**config.mk**
```make
export PLATFORM = sky130hd
export DESIGN_NAME = spi_cntrl
export DESIGN_NICKNAME = d
export VERILOG_FILES = /design/src/rtl/spi_pkg.sv /design/src/rtl/spi_cntrl.sv
export SDC_FILE = /design/constraint.sdc
export NUM_CORES = 1
export LEC_CHECK = 0
export CORE_MARGIN = 5
export CORE_UTILIZATION = 59
export CTS_BUF_LIST = sky130_fd_sc_hd__clkbuf_16
export DETAILED_ROUTE_END_ITERATION = 12
export PLACE_DENSITY = 0.89
export SYNTH_ARGS = -nofsm -noshare
export SYNTH_HDL_FRONTEND = slang
export SYNTH_SLANG_ARGS = --single-unit
```
**constraint.sdc**
```tcl
create_clock -name clk -period 5.9 [get_ports clk]
set_clock_uncertainty 0.2 [all_clocks]
set_input_delay 1.18 -clock clk [delete_from_list [all_inputs] [get_ports clk]]
set_output_delay 1.18 -clock clk [all_outputs]
set_load 0.1 [all_outputs]
```
**src/rtl/spi_pkg.sv**
```systemverilog
// spi_pkg: shared state encoding and byte width for the SPI main controller
package spi_pkg;
  typedef enum logic [2:0] {IDLE, LOW, HIGH, HOLD, END} spi_state_t;
  localparam int SPI_BITS = 8;
endpackage

```
**src/rtl/spi_cntrl.sv**
```systemverilog
// spi_cntrl: byte-oriented SPI mode-0 main controller, MSB first, with optional CS hold between bytes
module spi_cntrl
  import spi_pkg::*;
#(
  parameter int CLK_FREQUENCY  = 100_000_000,
  parameter int SCLK_FREQUENCY = 500_000
) (
  input  logic                clk,
  input  logic                rst_n,
  input  logic                start,
  input  logic [SPI_BITS-1:0] data_to_send,
  input  logic                hold_cs,
  output logic [SPI_BITS-1:0] data_received,
  output logic                busy,
  output logic                done,
  input  logic                SPI_MISO,
  output logic                SPI_SCLK,
  output logic                SPI_MOSI,
  output logic                SPI_CS
);
  localparam int HALF = CLK_FREQUENCY / (2 * SCLK_FREQUENCY);
  localparam int CW = (HALF < 2) ? 1 : $clog2(HALF);
  localparam logic [CW-1:0] LAST = CW'(HALF - 1);

  if (HALF < 2) begin : g_half_check
    $error("spi_cntrl: CLK_FREQUENCY/(2*SCLK_FREQUENCY) must be at least 2");
  end

  spi_state_t          state, state_nx;
  logic [CW-1:0]       cnt, cnt_nx, cnt_step;
  logic [2:0]          bit_cnt, bit_nx;
  logic [SPI_BITS-2:0] tx, tx_nx;
  logic [SPI_BITS-1:0] rx, rx_nx, rcv_nx;
  logic                busy_nx, done_nx, sclk_nx, mosi_nx, cs_nx;
  logic                expire, load;

  assign expire   = cnt == LAST;
  assign cnt_step = expire ? '0 : cnt + 1'b1;
  // a new byte can only begin from IDLE or HOLD once the guard/release has finished
  assign load     = start && !busy && (state == IDLE || state == HOLD);

  // next-state and next-output logic; every output is registered below
  always_comb begin
    state_nx = state;
    cnt_nx   = cnt;
    bit_nx   = bit_cnt;
    tx_nx    = tx;
    rx_nx    = rx;
    rcv_nx   = data_received;
    busy_nx  = busy;
    done_nx  = 1'b0;
    sclk_nx  = SPI_SCLK;
    mosi_nx  = SPI_MOSI;
    cs_nx    = SPI_CS;
    if (load) begin
      tx_nx    = data_to_send[SPI_BITS-2:0];
      mosi_nx  = data_to_send[SPI_BITS-1];
      cs_nx    = 1'b0;
      bit_nx   = '0;
      cnt_nx   = '0;
      busy_nx  = 1'b1;
      state_nx = LOW;
    end else begin
      case (state)
        IDLE: if (busy) begin
          cnt_nx  = cnt_step;
          busy_nx = !expire;
        end
        LOW: begin
          cnt_nx = cnt_step;
          if (expire) begin
            sclk_nx  = 1'b1;
            rx_nx    = {rx[SPI_BITS-2:0], SPI_MISO};
            state_nx = HIGH;
          end
        end
        HIGH: begin
          cnt_nx = cnt_step;
          if (expire) begin
            sclk_nx = 1'b0;
            if (bit_cnt != 3'(SPI_BITS - 1)) begin
              tx_nx    = {tx[SPI_BITS-3:0], 1'b0};
              mosi_nx  = tx[SPI_BITS-2];
              bit_nx   = bit_cnt + 3'd1;
              state_nx = LOW;
            end else begin
              rcv_nx   = rx;
              done_nx  = 1'b1;
              busy_nx  = !hold_cs;
              state_nx = hold_cs ? HOLD : END;
            end
          end
        end
        HOLD: if (!hold_cs && !start) begin
          busy_nx  = 1'b1;
          cnt_nx   = '0;
          state_nx = END;
        end
        END: begin
          cnt_nx = cnt_step;
          if (expire) begin
            cs_nx    = 1'b1;
            state_nx = IDLE;
          end
        end
        default: state_nx = IDLE;
      endcase
    end
  end

  // state and output registers; reset aborts any transfer and releases CS
  always_ff @(posedge clk or negedge rst_n) begin
    if (!rst_n) begin
      state         <= IDLE;
      cnt           <= '0;
      bit_cnt       <= '0;
      tx            <= '0;
      rx            <= '0;
      data_received <= '0;
      busy          <= 1'b0;
      done          <= 1'b0;
      SPI_SCLK      <= 1'b0;
      SPI_MOSI      <= 1'b0;
      SPI_CS        <= 1'b1;
    end else begin
      state         <= state_nx;
      cnt           <= cnt_nx;
      bit_cnt       <= bit_nx;
      tx            <= tx_nx;
      rx            <= rx_nx;
      data_received <= rcv_nx;
      busy          <= busy_nx;
      done          <= done_nx;
      SPI_SCLK      <= sclk_nx;
      SPI_MOSI      <= mosi_nx;
      SPI_CS        <= cs_nx;
    end
  end
endmodule

```
==> results_dict.tcl, run 1 <==
set metrics [dict create \
    run_status "finished, final reports clean" \
    path_cells "clkdlybuf4s50_1" \
    synth-main-ff-cell "dfrtp_1" \
    finalNetCount 224 \
    maxSlewViolCount 0 \
    multi_input_area_um2 983 \
    irDropWorstVdd_mv 0.279 \
    fp.coreArea_um2 3390 \
    dr_wl_met3_um 253 \
    drtAntennaViolNets 0 \
    avgRoutedWirePerCell_um 16.8 \
    cts_hold_buf 0 \
    initial_core_util_pct 62.3 \
    leakagePower_nw 1.05 \
    drt-initial-drc-count 121 \
    cts.sinks 41 \
    hold_viol 0 \
    fin_crit_ns 3.34 \
    syn_area_um2 2110 \
    syn_area_per_cell_um2 11.3 \
    fillers 228 \
    root_buffer "clkbuf_16" \
    clk_pin_slew_worst_paths_ns 0.06 \
    io_pins 26 \
    synth_seq_cells 41 \
    routedLengthMet1_um 1770 \
    grt_usage_pct 19.3 \
    p_per_area_nw_per_um2 410 \
    worstPathRequired_ns 4.52 \
    layout_common_cells "dfrtp_1 (40), clkdlybuf4s50_1 (24), nor2_1 (17), mux2_2 (17), a21oi_1 (16)" \
    synth_nets 203 \
    seq_area_um2 1030 \
    yosysWarnings 0 \
    path_buf_inv 1 \
    cap_violations 0 \
    die_area_um2 4880 \
    synth_cell_types 46 \
    setup_viol 0 \
    grt_pass1_wl_um 7450 \
    rsz0062_at_grt "no" \
    hp-class "register to register" \
    critPathMaxStageDelay_ns 1.13 \
    routed.top_layer "met4" \
    tns_ns 0 \
    final_common_cell "dfrtp_1" \
    hpwlAfterDp_um 3010 \
    htreeDepth 2 \
    syn_inst 187 \
    remaining_drc_errors 0 \
    cpMaxStageDelayCell "clkdlybuf4s50_1" \
    met2_length_um 2190 \
    gp_congestion 0.875 \
    portBuffers 25 \
    synthArstFlopShare_pct 100 \
    cts-resized-gates 0 \
    cts_setup_buffers 0 \
    synth-seq-area-share_pct 48.6 \
    dr.pass1.iters 4 \
    arrival_ns 1.96 \
    worstMarginPinSlew_ns 1.04 \
    vias 1553 \
    timing.fmax_ghz 0.299 \
    die_y_um 69.8 \
    wl_um 4290 \
    whs_ns 0.311 \
    row_count 21 \
    critical_path.top_delay_family "buffers and inverters" \
    path_class "register to output pin" \
    layout_worst_path_cycle_share_pct 56.7 \
    cts_tree "yes" \
    via_per_inst 6.09 \
    antenna_found_initial 0 \
    grt_max_degree 42 \
    numCtsBuffers 5 \
    die_width_um 69.8 \
    diodes 0 \
    slew_headroom_pct 29.6 \
    grt_overflow 0 \
    synth_edf_count 0 \
    cts_buffer_depth 2 \
    grt_pass1_vias 1592 \
    critical_path.max_fanout 3 \
    startpoint_type "register" \
    drive_gt1_share_pct 15.8 \
    syn2layout_area_growth_pct 16.8 \
    clock_latency_ns 0.28 \
    endpoint_kind "output pin" \
]
==> cell type report <==
| type | instances | area share [%] |
|---|---|---|
| inverter | 4 | 0.609 |
| timing repair buffer | 25 | 9.94 |
| tap | 46 | 2.33 |
| clock inverter | 3 | 0.558 |
| clock buffer | 5 | 5.07 |
| multi-input combinational | 131 | 39.9 |
| sequential | 41 | 41.6 |
==> path summary, 6_finish.rpt <==
| check | slack [ns] | start | cells after the start | end |
|---|---|---|---|---|
| max | 2.56 | SPI_CS | 1 | SPI_CS |
| min | 0.31 | data_received[5] | 1 | data_received[5] |
| max reg2reg | 3.21 | bit_cnt[0] | 6 | SPI_MOSI |
| min reg2reg | 0.31 | data_received[5] | 1 | data_received[5] |
| max in group asynchronous | 4.14 | rst_n | 1 | tx[5] |
| min in group asynchronous | 0.81 | rst_n | 1 | state[0] |
==> metal layers <==
metal  track usage, %  vias to the layer above
li1                 -                      732
met1             23.1                      750
met2             32.0                       62
met3             5.65                        9
met4             8.51                        0
met5                0                        -
==> Yosys cell counts (3+ instances only) <==
cell | count | area, µm²
a21oi_1 | 16 | 80.1
clkbuf_1 | 4 | 15.0
a21o_1 | 3 | 22.5
nand4_1 | 3 | 18.8
nand3_1 | 3 | 15.0
inv_1 | 4 | 15.0
ha_1 | 3 | 37.5
or4_1 | 4 | 30.0
buf_6 | 4 | 45.0
o21ai_0 | 6 | 30.0
o31ai_1 | 4 | 30.0
nor2_1 | 17 | 63.8
nand2_1 | 9 | 33.8
dfrtp_1 | 40 | 1000
mux2_2 | 17 | 191
mux2i_1 | 11 | 110
a22o_1 | 3 | 26.3
==> report_power, final <==
group	leakage, nW	switching, mW	internal, mW
clock	0.0748	0.104	0.153
combinational	0.451	0.197	0.122
sequential	0.529	0.0866	0.350
total	1.05	0.387	0.626
==> worst reg2reg max path, stage by stage (launching register included) <==
cell and delay, ns:
dfrtp_1 0.40, ha_1 0.21, ha_1 0.24, nor3b_1 0.30, nor4b_4 0.79, mux2i_1 0.30
a21oi_1 0.09
==> registers in the layout, summed over array words and instances (netlist names) <==
name and count:
data_received 8, cnt 7, busy 1, rx 8, SPI_CS 1, bit_cnt 3, SPI_MOSI 1, state 3
tx 7, done 1, SPI_SCLK 1
==> kinds of logic (layout without fill, tap and decap cells) <==
family          Yosys count  after routing  share of synthesized area [%]
simple gates             53             53                           15.6
compound gates           46             46                           14.5
flops                    41             41                           48.6
mux                      28             28                           14.3
buf+inv                  15             37                           4.80
fa+ha+maj                 3              3                           1.78
xor+xnor                  1              1                          0.415
==> metrics by stage <==
step	worst slack (ns)	power (mW)	instance area, µm²	util (%)	std cells
floorplan	3.20	0.687	2110	-	187
finish	2.56	1.01	2470	72.8	255
CTS	2.55	1.01	2470	72.8	255
global route	2.53	1.07	2470	72.8	255
global placement	2.56	0.734	2330	68.7	247
detailed placement	2.45	0.757	2330	68.7	247
Power figures use the tool's default switching activity.
==> inputs of run 2 (changes only) <==
- CORE_UTILIZATION: 59 -> 55
- PLACE_DENSITY: 0.89 -> 0.84
- clock period: 5.9 -> 3.1 ns (I/O delays scaled with it)
==> run 2 against run 1 <==
Combinational power up 87%. Clock-buffer cell count unchanged. Critical path depth up 4. Cell count up 1.6%. Sequential cell count unchanged. Worst setup slack worse by 2.1 ns. Critical endpoint is now cnt[0]. Highest routed layer unchanged.
==> results_dict.tcl, run 2 (synthesized netlist as in run 1, its figures left out) <==
set metrics [dict create \
    p_per_area_nw_per_um2 808 \
    clk_pin_slew_worst_paths_ns 0.06 \
    finalNetCount 226 \
    drtAntennaViolNets 0 \
    remaining_drc_errors 0 \
    cts.sinks 41 \
    htreeDepth 2 \
    hp-class "input port to async pin" \
    fillers 291 \
    io_pins 26 \
    row_count 22 \
    grt_max_degree 42 \
    fin_ws_ns 0.416 \
    pre_cts_ws_ns 0.177 \
    fin_crit_ns 2.68 \
    grt_pass1_vias 1556 \
    vias 1550 \
    endpoint_kind "register" \
    clock_latency_ns 0.28 \
    die_area_um2 5180 \
    layout_worst_path_cycle_share_pct 86.6 \
    reg2reg_depth 4 \
    drive_gt1_share_pct 22.7 \
    gp_congestion 0.904 \
    cp-startpoint "start" \
    cts_tree "yes" \
    cts_hold_buf 0 \
    pwr-share-clk_pct 28.7 \
    die_width_um 72.0 \
    arrival_ns 2.65 \
    final_common_cell "dfrtp_1" \
    maxSlewViolCount 0 \
    grt_overflow 0 \
    reg.largest.list "data_received: 8 flops, rx: 8 flops" \
    irDropWorstVdd_mv 0.487 \
    path_class "input port to register" \
    hpwlAfterDp_um 2910 \
    rsz0062_at_grt "no" \
    cts_setup_buffers 0 \
    grt_pass1_wl_um 7130 \
    p_int_mw 1.27 \
    via_per_inst 5.98 \
    portBuffers 25 \
    design_area_um2 2480 \
    r2r_slack_ns 0.57 \
    timing.fmax_ghz 0.373 \
    antenna_found_initial 0 \
    cts_buffer_depth 2 \
    leakagePower_nw 1.10 \
    initial_core_util_pct 57.3 \
    cap_violations 0 \
    combPwrFrac_pct 29.8 \
    seqPwrFrac_pct 41.4 \
    cts-resized-gates 0 \
    worstMarginPinSlew_ns 1.04 \
    wl_um 4180 \
    timing.rr.end "cnt[0]" \
    startpoint_type "input port" \
    avgRoutedWirePerCell_um 16.1 \
    root_buffer "clkbuf_16" \
    swShare_pct 36.6 \
    dpl-instance-area_um2 2310 \
    hold_viol 0 \
    fp.coreArea_um2 3690 \
    post_layout_nonfiller_instances 259 \
    run_status "finished, final reports clean" \
    die_y_um 72.0 \
    drt-initial-drc-count 226 \
    diodes 0 \
    dr.pass1.iters 4 \
    setup_viol 0 \
    slew_headroom_pct 29.9 \
    tns_ns 0 \
    numCtsBuffers 5 \
    syn2layout_area_growth_pct 17.5 \
    rr_startpoint "state[0]" \
    layout_common_cells "dfrtp_1 (40), nor2_1 (17), mux2_2 (17)" \
    switching_power_mw 0.735 \
    worstPathRequired_ns 3.06 \
    critical_path.max_fanout 11 \
    placed_cells 251 \
    grt_usage_pct 17.4 \
]
-- run 2: area by class of cell --
cell class              instances  area [µm²]  area share, %
multi-input cells             131         983           39.6
inverters                       4        15.0          0.605
clock buffers                   5         125           5.04
repair buffers                 27         228           9.18
flip-flops and latches         41        1030           41.4
well taps                      48        60.1           2.42
clock inverters                 3        42.5           1.71
-- run 2: power by group through the flow --
stage	Clock [mW]	Sequential, mW	Combinational (mW)
floorplan	0	0.922	0.386
global placement	0	0.818	0.577
detailed placement	0	0.839	0.597
CTS	0.587	0.829	0.602
global route	0.610	0.850	0.658
finish	0.576	0.831	0.598
-- run 2: metrics by stage --
step / total power [mW] / hold WS, ns / util, %
final: 2.01 / 0.255 / 67.3
after global routing: 2.12 / 0.335 / 67.3
after CTS: 2.02 / 0.290 / 67.3
after detailed placement: 1.44 / 0.297 / 62.7
after global placement: 1.39 / 0.292 / 62.7
after floorplan: 1.31 / 0.124 / -
-- run 2: how the worst max path moves through the flow --
stage	slack [ns]	cells after the start	to
2_1_floorplan	0.61	4	cnt[3]
3_3_place_gp	0.33	5	cnt[3]
3_5_place_dp	0.18	5	cnt[0]
4_1_cts	0.47	5	cnt[0]
5_1_grt	0.30	5	cnt[0]
6_report	0.42	5	cnt[0]
-- run 2: routing by layer --
layer | share of wire [%] | track usage (%)
met2 | 50 | 28.9
met1 | 43 | 21.5
met3 | 4.6 | 4.02
met5 | 0 | 0
met4 | 2.2 | 8.35
-- run 2: worst max-delay path, stage by stage --
cell and delay [ns]:
clkdlybuf4s50_1 0.59, nand2_1 0.07, o21ai_0 0.82, nor4b_1 0.22
mux2_2 0.33
